## src/rtl/sw_debounce_pkg.sv

```systemverilog
// ---------------------------------------------------------------------------
// sw_debounce_pkg
//   Shared constants for the switch conditioning stage that feeds the
//   Decoder's SW input.
//   - DEBOUNCE_DEFAULT : hold time of 10 ms at a 100 MHz system clock.
//   - DEBOUNCE_SIM     : short hold time for simulation.
//   - CNT_W_DEFAULT    : counter width that covers DEBOUNCE_DEFAULT.
//   - cnt_w_ok()       : returns 1 when a CNT_W-bit counter can reach
//                        DEBOUNCE-1.
// ---------------------------------------------------------------------------
package sw_debounce_pkg;

  localparam int unsigned CLK_HZ_DEFAULT   = 100_000_000;
  localparam int unsigned DEBOUNCE_MS      = 10;
  localparam int unsigned DEBOUNCE_DEFAULT = (CLK_HZ_DEFAULT / 1000) * DEBOUNCE_MS;
  localparam int unsigned DEBOUNCE_SIM     = 4;
  localparam int unsigned CNT_W_DEFAULT    = 20;

  // A CNT_W-bit counter holds 0 .. 2**CNT_W-1. It therefore reaches
  // DEBOUNCE-1 whenever 2**CNT_W >= DEBOUNCE.
  function automatic bit cnt_w_ok(input int unsigned debounce,
                                  input int unsigned cnt_w);
    if (cnt_w >= 32) return 1'b1;
    return (64'(1) << cnt_w) >= 64'(debounce);
  endfunction

endpackage : sw_debounce_pkg

```

## src/rtl/sw_debounce_if.sv

```systemverilog
// ---------------------------------------------------------------------------
// sw_debounce_if
//   Bundles the switch-side and Decoder-side signals of the debouncer.
//   Signals:
//     sw_raw        : raw switch pins. They are asynchronous and may bounce.
//     SW            : debounced switch code.
//     sw_changed    : per-bit single-cycle strobe. A bit is high in the
//                     cycle that its bit accepted a new level.
//     sw_any_change : OR of sw_changed, in the same cycle.
//   Modports:
//     master : switch and board side. It drives sw_raw and observes the
//              outputs.
//     slave  : the debouncer. It consumes sw_raw and drives the outputs.
// ---------------------------------------------------------------------------
interface sw_debounce_if #(
  parameter int unsigned WIDTH = 2
);

  logic [WIDTH-1:0] sw_raw;
  logic [WIDTH-1:0] SW;
  logic [WIDTH-1:0] sw_changed;
  logic             sw_any_change;

  modport master (
    output sw_raw,
    input  SW,
    input  sw_changed,
    input  sw_any_change
  );

  modport slave (
    input  sw_raw,
    output SW,
    output sw_changed,
    output sw_any_change
  );

endinterface : sw_debounce_if

```

## src/rtl/sw_debounce_bit.sv

```systemverilog
// ---------------------------------------------------------------------------
// sw_debounce_bit
//   Debounces a single switch bit.
//   - A 2-FF synchroniser (s1 -> s2) brings the asynchronous pin into the
//     clk domain.
//   - A hold counter measures how many consecutive cycles s2 has differed
//     from the accepted level.
//   - When the counter reaches DEBOUNCE-1 with s2 still different, the new
//     level is accepted and a one-cycle strobe is issued.
//   The FSM is implicit in cnt:
//     IDLE   : cnt == 0 and s2 == stable.
//     COUNT  : s2 != stable; a return to the old level drops back to IDLE.
//     ACCEPT : one cycle with the strobe high, then IDLE again.
// Ports:
//   clk     in   system clock, rising edge
//   rst     in   synchronous, active-high reset
//   raw     in   raw switch pin (asynchronous)
//   stable  out  accepted (debounced) level
//   changed out  registered strobe, high in the cycle that stable updated
//   accept  out  combinational "accept at the coming edge". It is derived
//                from flops only, so the top level can register the OR of
//                all bits in the same cycle as changed.
// ---------------------------------------------------------------------------
module sw_debounce_bit
  import sw_debounce_pkg::*;
#(
  parameter int unsigned DEBOUNCE  = DEBOUNCE_DEFAULT,
  parameter int unsigned CNT_W     = CNT_W_DEFAULT,
  parameter logic        RESET_VAL = 1'b0
) (
  input  logic clk,
  input  logic rst,
  input  logic raw,
  output logic stable,
  output logic changed,
  output logic accept
);

  localparam logic [CNT_W-1:0] CNT_LAST = CNT_W'(DEBOUNCE - 1);

  logic             s1;
  logic             s2;
  logic [CNT_W-1:0] cnt;

  // The counter is saturated by construction: it clears on acceptance, so it
  // never passes CNT_LAST and cannot wrap.
  assign accept = (s2 != stable) && (cnt == CNT_LAST);

  // NOTE: sequential state uses non-blocking assignments, so s2 samples the
  // old s1 and the compare sees the pre-edge s2/stable/cnt -- exactly the
  // register pipeline the latency figures assume.
  always_ff @(posedge clk) begin
    if (rst) begin
      // A reset in the middle of a count simply drops the count. No strobe
      // is issued for the aborted count.
      s1      <= RESET_VAL;
      s2      <= RESET_VAL;
      stable  <= RESET_VAL;
      cnt     <= '0;
      changed <= 1'b0;
    end else begin
      s1 <= raw;
      s2 <= s1;
      if (s2 == stable) begin
        // Bounced back, or never left: restart the hold time.
        cnt     <= '0;
        changed <= 1'b0;
      end else if (cnt == CNT_LAST) begin
        stable  <= s2;
        cnt     <= '0;
        changed <= 1'b1;
      end else begin
        cnt     <= cnt + 1'b1;
        changed <= 1'b0;
      end
    end
  end

endmodule : sw_debounce_bit

```

## src/rtl/sw_debounce.sv

```systemverilog
// ---------------------------------------------------------------------------
// sw_debounce
//   Upstream conditioning for the switch-driven Decoder.
//   - Instantiates one sw_debounce_bit per switch; bits are independent.
//   - Forms a registered sw_any_change, which is high in the same cycle as
//     sw_changed.
//   - There is no combinational path from sw_raw to any output.
// Parameters:
//   WIDTH     number of switch bits
//   DEBOUNCE  consecutive cycles a new level must hold (>= 1)
//   RESET_VAL value of SW and of the synchroniser flops during reset
//   CNT_W     hold-counter width (2**CNT_W >= DEBOUNCE)
// Ports:
//   clk  in       system clock, rising edge
//   rst  in       synchronous, active-high reset
//   bus  slave    sw_raw in; SW, sw_changed, sw_any_change out
// ---------------------------------------------------------------------------
module sw_debounce
  import sw_debounce_pkg::*;
#(
  parameter int unsigned      WIDTH     = 2,
  parameter int unsigned      DEBOUNCE  = DEBOUNCE_DEFAULT,
  parameter logic [WIDTH-1:0] RESET_VAL = '0,
  parameter int unsigned      CNT_W     = CNT_W_DEFAULT
) (
  input  logic           clk,
  input  logic           rst,
  sw_debounce_if.slave   bus
);

  if (DEBOUNCE == 0 || !cnt_w_ok(DEBOUNCE, CNT_W)) begin : g_bad_param
    $error("sw_debounce: DEBOUNCE must be >= 1 and fit in CNT_W bits");
  end

  logic [WIDTH-1:0] accept;

  for (genvar i = 0; i < WIDTH; i++) begin : g_bit
    sw_debounce_bit #(
      .DEBOUNCE  (DEBOUNCE),
      .CNT_W     (CNT_W),
      .RESET_VAL (RESET_VAL[i])
    ) u_bit (
      .clk     (clk),
      .rst     (rst),
      .raw     (bus.sw_raw[i]),
      .stable  (bus.SW[i]),
      .changed (bus.sw_changed[i]),
      .accept  (accept[i])
    );
  end

  // The per-bit accept terms are registered here. This puts
  // sw_any_change in the same cycle as the per-bit changed flops, instead
  // of a combinational OR behind them.
  always_ff @(posedge clk) begin
    if (rst) begin
      bus.sw_any_change <= 1'b0;
    end else begin
      bus.sw_any_change <= |accept;
    end
  end

endmodule : sw_debounce

```

## src/flat_wrapper.sv

```systemverilog
// flat-port wrapper written by rule: the top's interface ports become plain ports
module sw_debounce_flat import sw_debounce_pkg::*;
#(
  parameter int unsigned      WIDTH     = 2,
  parameter int unsigned      DEBOUNCE  = DEBOUNCE_DEFAULT,
  parameter logic [WIDTH-1:0] RESET_VAL = '0,
  parameter int unsigned      CNT_W     = CNT_W_DEFAULT
)
  (clk, rst, bus_sw_raw, bus_SW, bus_sw_changed, bus_sw_any_change);
  sw_debounce_if #(.WIDTH(WIDTH)) bus_i ();
  input  logic clk;
  input  logic rst;
  input wire logic [$bits(bus_i.sw_raw)-1:0] bus_sw_raw;
  output wire logic [$bits(bus_i.SW)-1:0] bus_SW;
  output wire logic [$bits(bus_i.sw_changed)-1:0] bus_sw_changed;
  output wire logic [$bits(bus_i.sw_any_change)-1:0] bus_sw_any_change;
  assign bus_i.sw_raw = bus_sw_raw;
  assign bus_SW = bus_i.SW;
  assign bus_sw_changed = bus_i.sw_changed;
  assign bus_sw_any_change = bus_i.sw_any_change;
  sw_debounce #(.WIDTH(WIDTH), .DEBOUNCE(DEBOUNCE), .RESET_VAL(RESET_VAL), .CNT_W(CNT_W)) u_core (.clk(clk), .rst(rst), .bus(bus_i));
endmodule
```

## config.mk

```make
export PLATFORM = sky130hd
export DESIGN_NAME = sw_debounce_flat
export DESIGN_NICKNAME = d
export VERILOG_FILES = /design/src/rtl/sw_debounce_pkg.sv /design/src/rtl/sw_debounce_if.sv /design/src/rtl/sw_debounce_bit.sv /design/src/rtl/sw_debounce.sv /design/src/flat_wrapper.sv
export SDC_FILE = /design/constraint.sdc
export NUM_CORES = 1
export LEC_CHECK = 0
export CAP_MARGIN = 20
export CORE_ASPECT_RATIO = 0.5
export CORE_UTILIZATION = 59
export DETAILED_ROUTE_END_ITERATION = 8
export PLACE_DENSITY_LB_ADDON = 0.2
export SLEW_MARGIN = 20
export SYNTH_ARGS = -nofsm -noshare
export SYNTH_HDL_FRONTEND = slang
export SYNTH_HIERARCHICAL = 1
export SYNTH_SLANG_ARGS = --single-unit
```

## constraint.sdc

```tcl
create_clock -name clk -period 2.1 [get_ports clk]
set_clock_uncertainty 0.05 [all_clocks]
set_input_delay 0.42 -clock clk [delete_from_list [all_inputs] [get_ports clk]]
set_output_delay 0.42 -clock clk [all_outputs]
set_load 0.05 [all_outputs]
```

==> results of run 1 <==
Yosys cell counts (4+ instances only):
| master | n | share of area (%) |
|---|---|---|
| dfxtp_1 | 49 | 44 |
| inv_1 | 6 | 1.0 |
| o221ai_1 | 4 | 1.6 |
| xor2_1 | 4 | 1.6 |
| nand3_1 | 10 | 2.2 |
| nor2_1 | 44 | 7.3 |
| nand4_1 | 12 | 3.3 |
| and3_1 | 10 | 2.8 |
| nor3_1 | 12 | 2.7 |
| nand2_1 | 10 | 1.7 |
| xnor2_1 | 28 | 11 |
| nor4_1 | 12 | 3.3 |
| nor2b_1 | 6 | 1.7 |
| buf_2 | 6 | 1.3 |
cell families after synthesis:
family / synth area share, %
compound gates: 4.78
xor+xnor: 12.4
fa+ha+maj: 1.11
buf+inv: 3.33
flops: 43.6
simple gates: 34.8
worst paths after layout:
kind	to	slack, ps
min	u_core/g_bit[0].u_bit/s2	400
max	bus_SW[0]	140
min reg2reg	u_core/g_bit[0].u_bit/s2	400
max reg2reg	u_core/g_bit[0].u_bit/cnt[13]	190
routing by layer:
metal	vias up	share of wire [%]
li1	895	-
met1	779	51
met2	10	46
met3	0	2.8
met4	0	0
met5	-	0
layout make-up:
type | count | area (um2) | area share [%]
clock buffers | 7 | 96.3 | 3.88
clock inverters | 1 | 5.00 | 0.202
inverters | 6 | 22.5 | 0.907
multi-input cells | 185 | 1200 | 48.2
flip-flops and latches | 49 | 981 | 39.5
well taps | 51 | 63.8 | 2.57
repair buffers | 13 | 118 | 4.74
sequential cells by signal (all words and copies together), names as in the netlist:
signal and cells:
u_core/g_bit.u_bit/cnt 40, u_core/g_bit.u_bit/changed 2, u_core/g_bit.u_bit/s1 2, u_core/g_bit.u_bit/s2 2, u_core/g_bit.u_bit/stable 2, u_core/bus.sw_any_change 1
power groups by stage:
stage                     Clock [mW]  Sequential (mW)  Combinational, mW
after floorplan                    0            0.957             0.0121
after global placement             0            0.957             0.0236
after detailed placement           0            0.957             0.0244
after CTS                      0.616            0.935             0.0245
after global routing           0.643            0.936             0.0265
final                          0.596            0.935             0.0240
stage by stage:
step / worst slack, ps / area, um2 / utilization (%) / std cells / hold WS [ps]
after floorplan: 382 / 2250 / - / 248 / 364
after global placement: 213 / 2380 / 67.1 / 304 / 367
after detailed placement: 105 / 2380 / 67.1 / 304 / 380
after CTS: 115 / 2480 / 70.0 / 312 / 401
after global routing: 53.2 / 2480 / 70.0 / 312 / 406
final: 139 / 2480 / 70.0 / 312 / 398
==> flow_summary.yaml, run 1 <==
detailed_routing:
  drt-wirelength-per-cell_um: 12.8
  drtIter0Drc: 47
  drc_errors: 0
  drt-pass1-iter-count: 4
  postRouteAntennaNets: 0
  dr_total_vias: 1684
  finalWirelength_um: 4000
  viasPerCell: 5.40
cts:
  cts_resized: 0
  cts_tree: "done"
  clk_pin_slew_ps: 80
  clock_tree.buffer_depth: 2
  cts_setup_buffers: 0
  cts_num_sinks: 49
  root_buffer: "clkbuf_8"
  ctsHoldBuffers: 0
  htreeDepth: 2
  cts_inserted_buffers: 5
  clk_latency_ps: 290
hold_path:
  hp-class: "reg2reg"
  hp-start: "u_core/g_bit[0].u_bit/s1"
  holdPathStages: 1
sta:
  tightest_slew_ps: 686
  slew_headroom_pct: 54.3
  finalHoldViolCount: 0
  fin_crit_sh_pct: 93.4
  finalSetupViolations: 0
  drv_slew: 0
  timing.fmax_mhz: 510
  setup_total_negative_slack_ps: 0
  rsz0062_at_grt: "false"
  period_needed_ps: 1960
yosys:
  yosysWarnings: 6
  syn_area_um2: 2250
  synth_cell_types: 32
  synth_cells: 248
  synth_fp_nets: 254
  seq_area_frac_synth_pct: 43.6
  async_flop_share_pct: 0
  synth_edf_count: 0
  synth-main-ff-cell: "dfxtp_1"
  ys_ff_latch: 49
  syn_avg_cell_area_um2: 9.08
worst_setup_path:
  worstSetupPathType: "reg2out"
  path_buf_inv: 1
  critical-path-top-delay-family: "buffers and inverters"
  timing.rr.start: "u_core/g_bit[0].u_bit/cnt[0]"
  crit_path_start_kind: "flop"
  cp_slowest_stage_delay_ps: 820
  crit_cells: 1
  cp_cell_sequence: "clkdlybuf4s50_1"
  cp.arrival_ps: 1490
  crit_slowest_cell: "clkdlybuf4s50_1"
  cp_max_fo: 3
  ff2ff_path_depth: 5
  endpoint_kind: "output port"
  cp.required_ps: 1630
  crit_start: "u_core/g_bit[0].u_bit/stable"
grt:
  overflow: 0
  grtUsageMet2_pct: 37.6
  grt_usage_pct: 22.2
  grt_pass1_wl_um: 6800
  grtUsageMet3_pct: 6.52
  use_met1_pct: 28.7
  grt_pass1_vias: 1515
  grt_max_degree: 17
  antenna_found_initial: 0
  grt.busiest_layer: "met2"
power_and_ir_drop:
  p_int_mw: 1.24
  ir_worst_vdd_mv: 0.342
  p_leak_nw: 0.746
  clkPwrFrac_pct: 38.3
  finalPower_mw: 1.56
  swShare_pct: 20.1
  power.net_switching_mw: 0.313
  seq_power_share_pct: 60.1
  p_per_area_nw_per_um2: 627
  pwr-share-comb_pct: 1.5
final_layout:
  diodes: 0
  syn2layout_area_growth_pct: 10.2
  final_cell_mix: "49 x dfxtp_1, 44 x nor2_1, 28 x xnor2_1"
  drive_gt1_share_pct: 10.3
  fillers: 270
  layout.nets: 266
  final_common_cell: "dfxtp_1"
floorplanning:
  dieArea_um2: 4080
  start_util_pct: 63.5
  rows: 15
  ioPinCount: 9
  core_um2: 3550
  die_w_um: 89.4
  die-height_um: 45.7
placed_design:
  io_buffer_count: 8
  globalplace.congestion: 0.860
  dp_hpwl_um: 2860
job:
  drv_cap: 0
outcome:
  outcome: "complete, no violations"
(Power assumes the default switching activity.)
==> inputs of run 2 (changes only) <==
Settings changed: CAP_MARGIN 20 to 10, SKIP_LAST_GASP set to 1, SYNTH_HIERARCHICAL 1 to unset.
==> run 2 against run 1 <==
Compared with the run above:
- critical path depth grew 3
- hold slack lost 12 ps
- global-route usage grew 1.6 points
- via count grew 2.8%
- clock power grew 18%
- flip-flop and latch count is the same
- combinational power grew 3%
- worst setup slack lost 33 ps
- register-to-register slack lost 80 ps
- highest routed layer is now met4
==> flow_summary.yaml, run 2 <==
yosys:
  async_flop_share_pct: 0
  seq_area_frac_synth_pct: 46.1
  synth-main-ff-cell: "dfxtp_1"
  yosysMostFrequentCell: "dfxtp_1"
  synth_commonest_cells: "49 x dfxtp_1, 31 x nor2_1, 16 x a21oi_1"
  syn_area_um2: 2130
  syn_avg_cell_area_um2: 8.76
  synth_fp_nets: 249
  ys_ff_latch: 49
  yosysWarnings: 0
  synth_area_leaders: "dfxtp_1 46%, nor2_1 5.5%, xnor2_1 4.9%"
  synth_cells: 243
  synth_edf_count: 0
  synth_top_area_share_pct: 46.1
  synth_cell_types: 36
  synth_top_area_cell: "dfxtp_1"
final_layout:
  finalCoreUtilization_pct: 74.9
  seq_area_um2: 982
  diodes: 0
  drive_gt1_share_pct: 11.2
  largest_reg_flops: 40
  multiInputGateArea_um2: 1050
  syn2layout_area_growth_pct: 12.8
  fillers: 237
  layout.nets: 264
  final_common_cell: "dfxtp_1"
  final_cell_mix: "48 x dfxtp_1, 31 x nor2_1, 16 x a21oi_1"
  fin_area_um2: 2400
  regMostFlops: "u_core.g_bit.u_bit.cnt"
hold_path:
  hp-class: "reg2reg"
  hp-start: "u_core.g_bit[1].u_bit.s1"
  holdPathEnd: "u_core.g_bit[1].u_bit.s2"
  holdPathStages: 1
grt:
  antenna_found_initial: 0
  grt_usage_pct: 23.8
  grt_max_degree: 21
  grt_pass1_vias: 1613
  grt_pass1_wl_um: 6930
  overflow: 0
floorplanning:
  start_util_pct: 66.4
  dieArea_um2: 3870
  rows: 14
  ioPinCount: 9
  die_w_um: 87.0
  die-height_um: 44.5
  core_um2: 3210
detailed_routing:
  drt-pass1-iter-count: 4
  drc_errors: 0
  drtIter0Drc: 67
  viasPerCell: 5.64
  dr_total_vias: 1731
  drt-wirelength-per-cell_um: 12.7
  postRouteAntennaNets: 0
  finalWirelength_um: 3900
worst_setup_path:
  crit_path_start_kind: "flop"
  timing.rr.start: "u_core.g_bit[1].u_bit.cnt[4]"
  endpoint_kind: "flop"
  timing.rr.end: "u_core.g_bit[1].u_bit.cnt[18]"
  cp_max_fo: 7
  ff2ff_path_depth: 4
  cp_slowest_stage_delay_ps: 680
  crit_slowest_cell: "or4_1"
  path_buf_inv: 0
  cp_cell_sequence: "nand4_2, or4_1, or4_1, a21oi_1"
  path_common_cell: "or4_1"
  critical-path-top-delay-family: "simple AND/OR/NAND/NOR gates"
  rrSetupSlack_ps: 110
  cp.arrival_ps: 2190
  worstSetupPathType: "reg2reg"
  cp.required_ps: 2300
placed_design:
  io_buffer_count: 8
  dp_hpwl_um: 2740
  placed_area_um2: 2280
  globalplace.congestion: 0.783
  place_ws_ps: 95.0
power_and_ir_drop:
  p_per_area_nw_per_um2: 692
  ir_worst_vdd_mv: 0.480
  p_leak_nw: 0.725
outcome:
  outcome: "complete, no violations"
sta:
  finalHoldViolCount: 0
  fin_ws_ps: 106
  period_needed_ps: 1990
  drv_slew: 0
  rsz0062_at_grt: "true"
  fin_crit_sh_pct: 95.0
  setup_total_negative_slack_ps: 0
  slew_headroom_pct: 66.3
  tightest_slew_ps: 504
  finalSetupViolations: 0
  timing.fmax_mhz: 501
  hold_ws_ps: 386
cts:
  root_buffer: "clkbuf_8"
  ctsHoldBuffers: 0
  clk_latency_ps: 310
  cts_setup_buffers: 0
  cts_num_sinks: 49
  clock_tree.buffer_depth: 2
  clk_pin_slew_ps: 90
  htreeDepth: 2
  cts_tree: "done"
  cts_inserted_buffers: 5
job:
  drv_cap: 0
-- run 2: cell types whose count changed after synthesis, sizes merged, moves of 10 or more --
cell   change
nor4      -11
nor2      -13
xnor2     -16
nor3      -11
a21oi     +14
or4       +10
-- run 2: cells by family (layout without fill, tap and decap cells) --
| family | Yosys count | in the layout | share of synthesized area [%] |
|---|---|---|---|
| adder cells (fa/ha/maj) | 2 | 2 | 1.17 |
| AND/OR/NAND/NOR | 115 | 115 | 29.6 |
| AO/OA/AOI/OAI | 34 | 34 | 8.75 |
| buffers and inverters | 19 | 35 | 4.58 |
| XOR/XNOR | 24 | 24 | 9.87 |
| flip-flops | 49 | 49 | 46.1 |
-- run 2: cell type report --
type                            count  area share (%)
Tap cell                           48            2.50
Clock buffer                        7            3.59
Sequential cell                    49            40.9
Timing Repair Buffer               18            6.46
Clock inverter                      1            1.25
Inverter                            9            1.41
Multi-Input combinational cell    175            43.9
-- run 2: power by group --
| group | switching, mW | internal (mW) | total [mW] |
|---|---|---|---|
| Combinational | 0.0122 | 0.0126 | 0.0248 |
| Clock | 0.313 | 0.389 | 0.701 |
| Sequential | 0.00233 | 0.933 | 0.935 |
-- run 2: what timing repair did --
action / 4_1_cts / 5_1_grt
endpoints found under the hold margin: 0 / 0
resized for setup: 0 / 2
setup endpoints to repair: 0 / 5
-- run 2: stage by stage --
stage          std cells  total power [mW]
2_1_floorplan        243             0.970
3_3_place_gp         299             0.981
3_5_place_dp         299             0.982
4_1_cts              307              1.67
5_1_grt              307              1.70
6_report             307              1.66
-- run 2: how the worst max path moves through the flow --
stage	startpoint	endpoint	cells after the start
final	u_core.g_bit[1].u_bit.cnt[4]	u_core.g_bit[1].u_bit.cnt[18]	4
after global routing	u_core.g_bit[1].u_bit.cnt[4]	u_core.g_bit[1].u_bit.cnt[18]	4
after CTS	u_core.g_bit[1].u_bit.cnt[3]	u_core.g_bit[1].u_bit.cnt[19]	4
after detailed placement	u_core.g_bit[1].u_bit.cnt[3]	u_core.g_bit[1].u_bit.cnt[15]	4
after global placement	u_core.g_bit[1].u_bit.cnt[3]	u_core.g_bit[1].u_bit.cnt[19]	4
after floorplan	u_core.g_bit[0].u_bit.cnt[0]	u_core.g_bit[0].u_bit.cnt[18]	5
-- run 2: routing by layer --
metal	global-route usage (%)	vias to the layer above	share of wire [%]
li1	-	878	-
met1	27.4	819	47
met2	42.5	24	47
met3	6.34	10	3.5
met4	10.7	0	1.6
met5	0	-	0
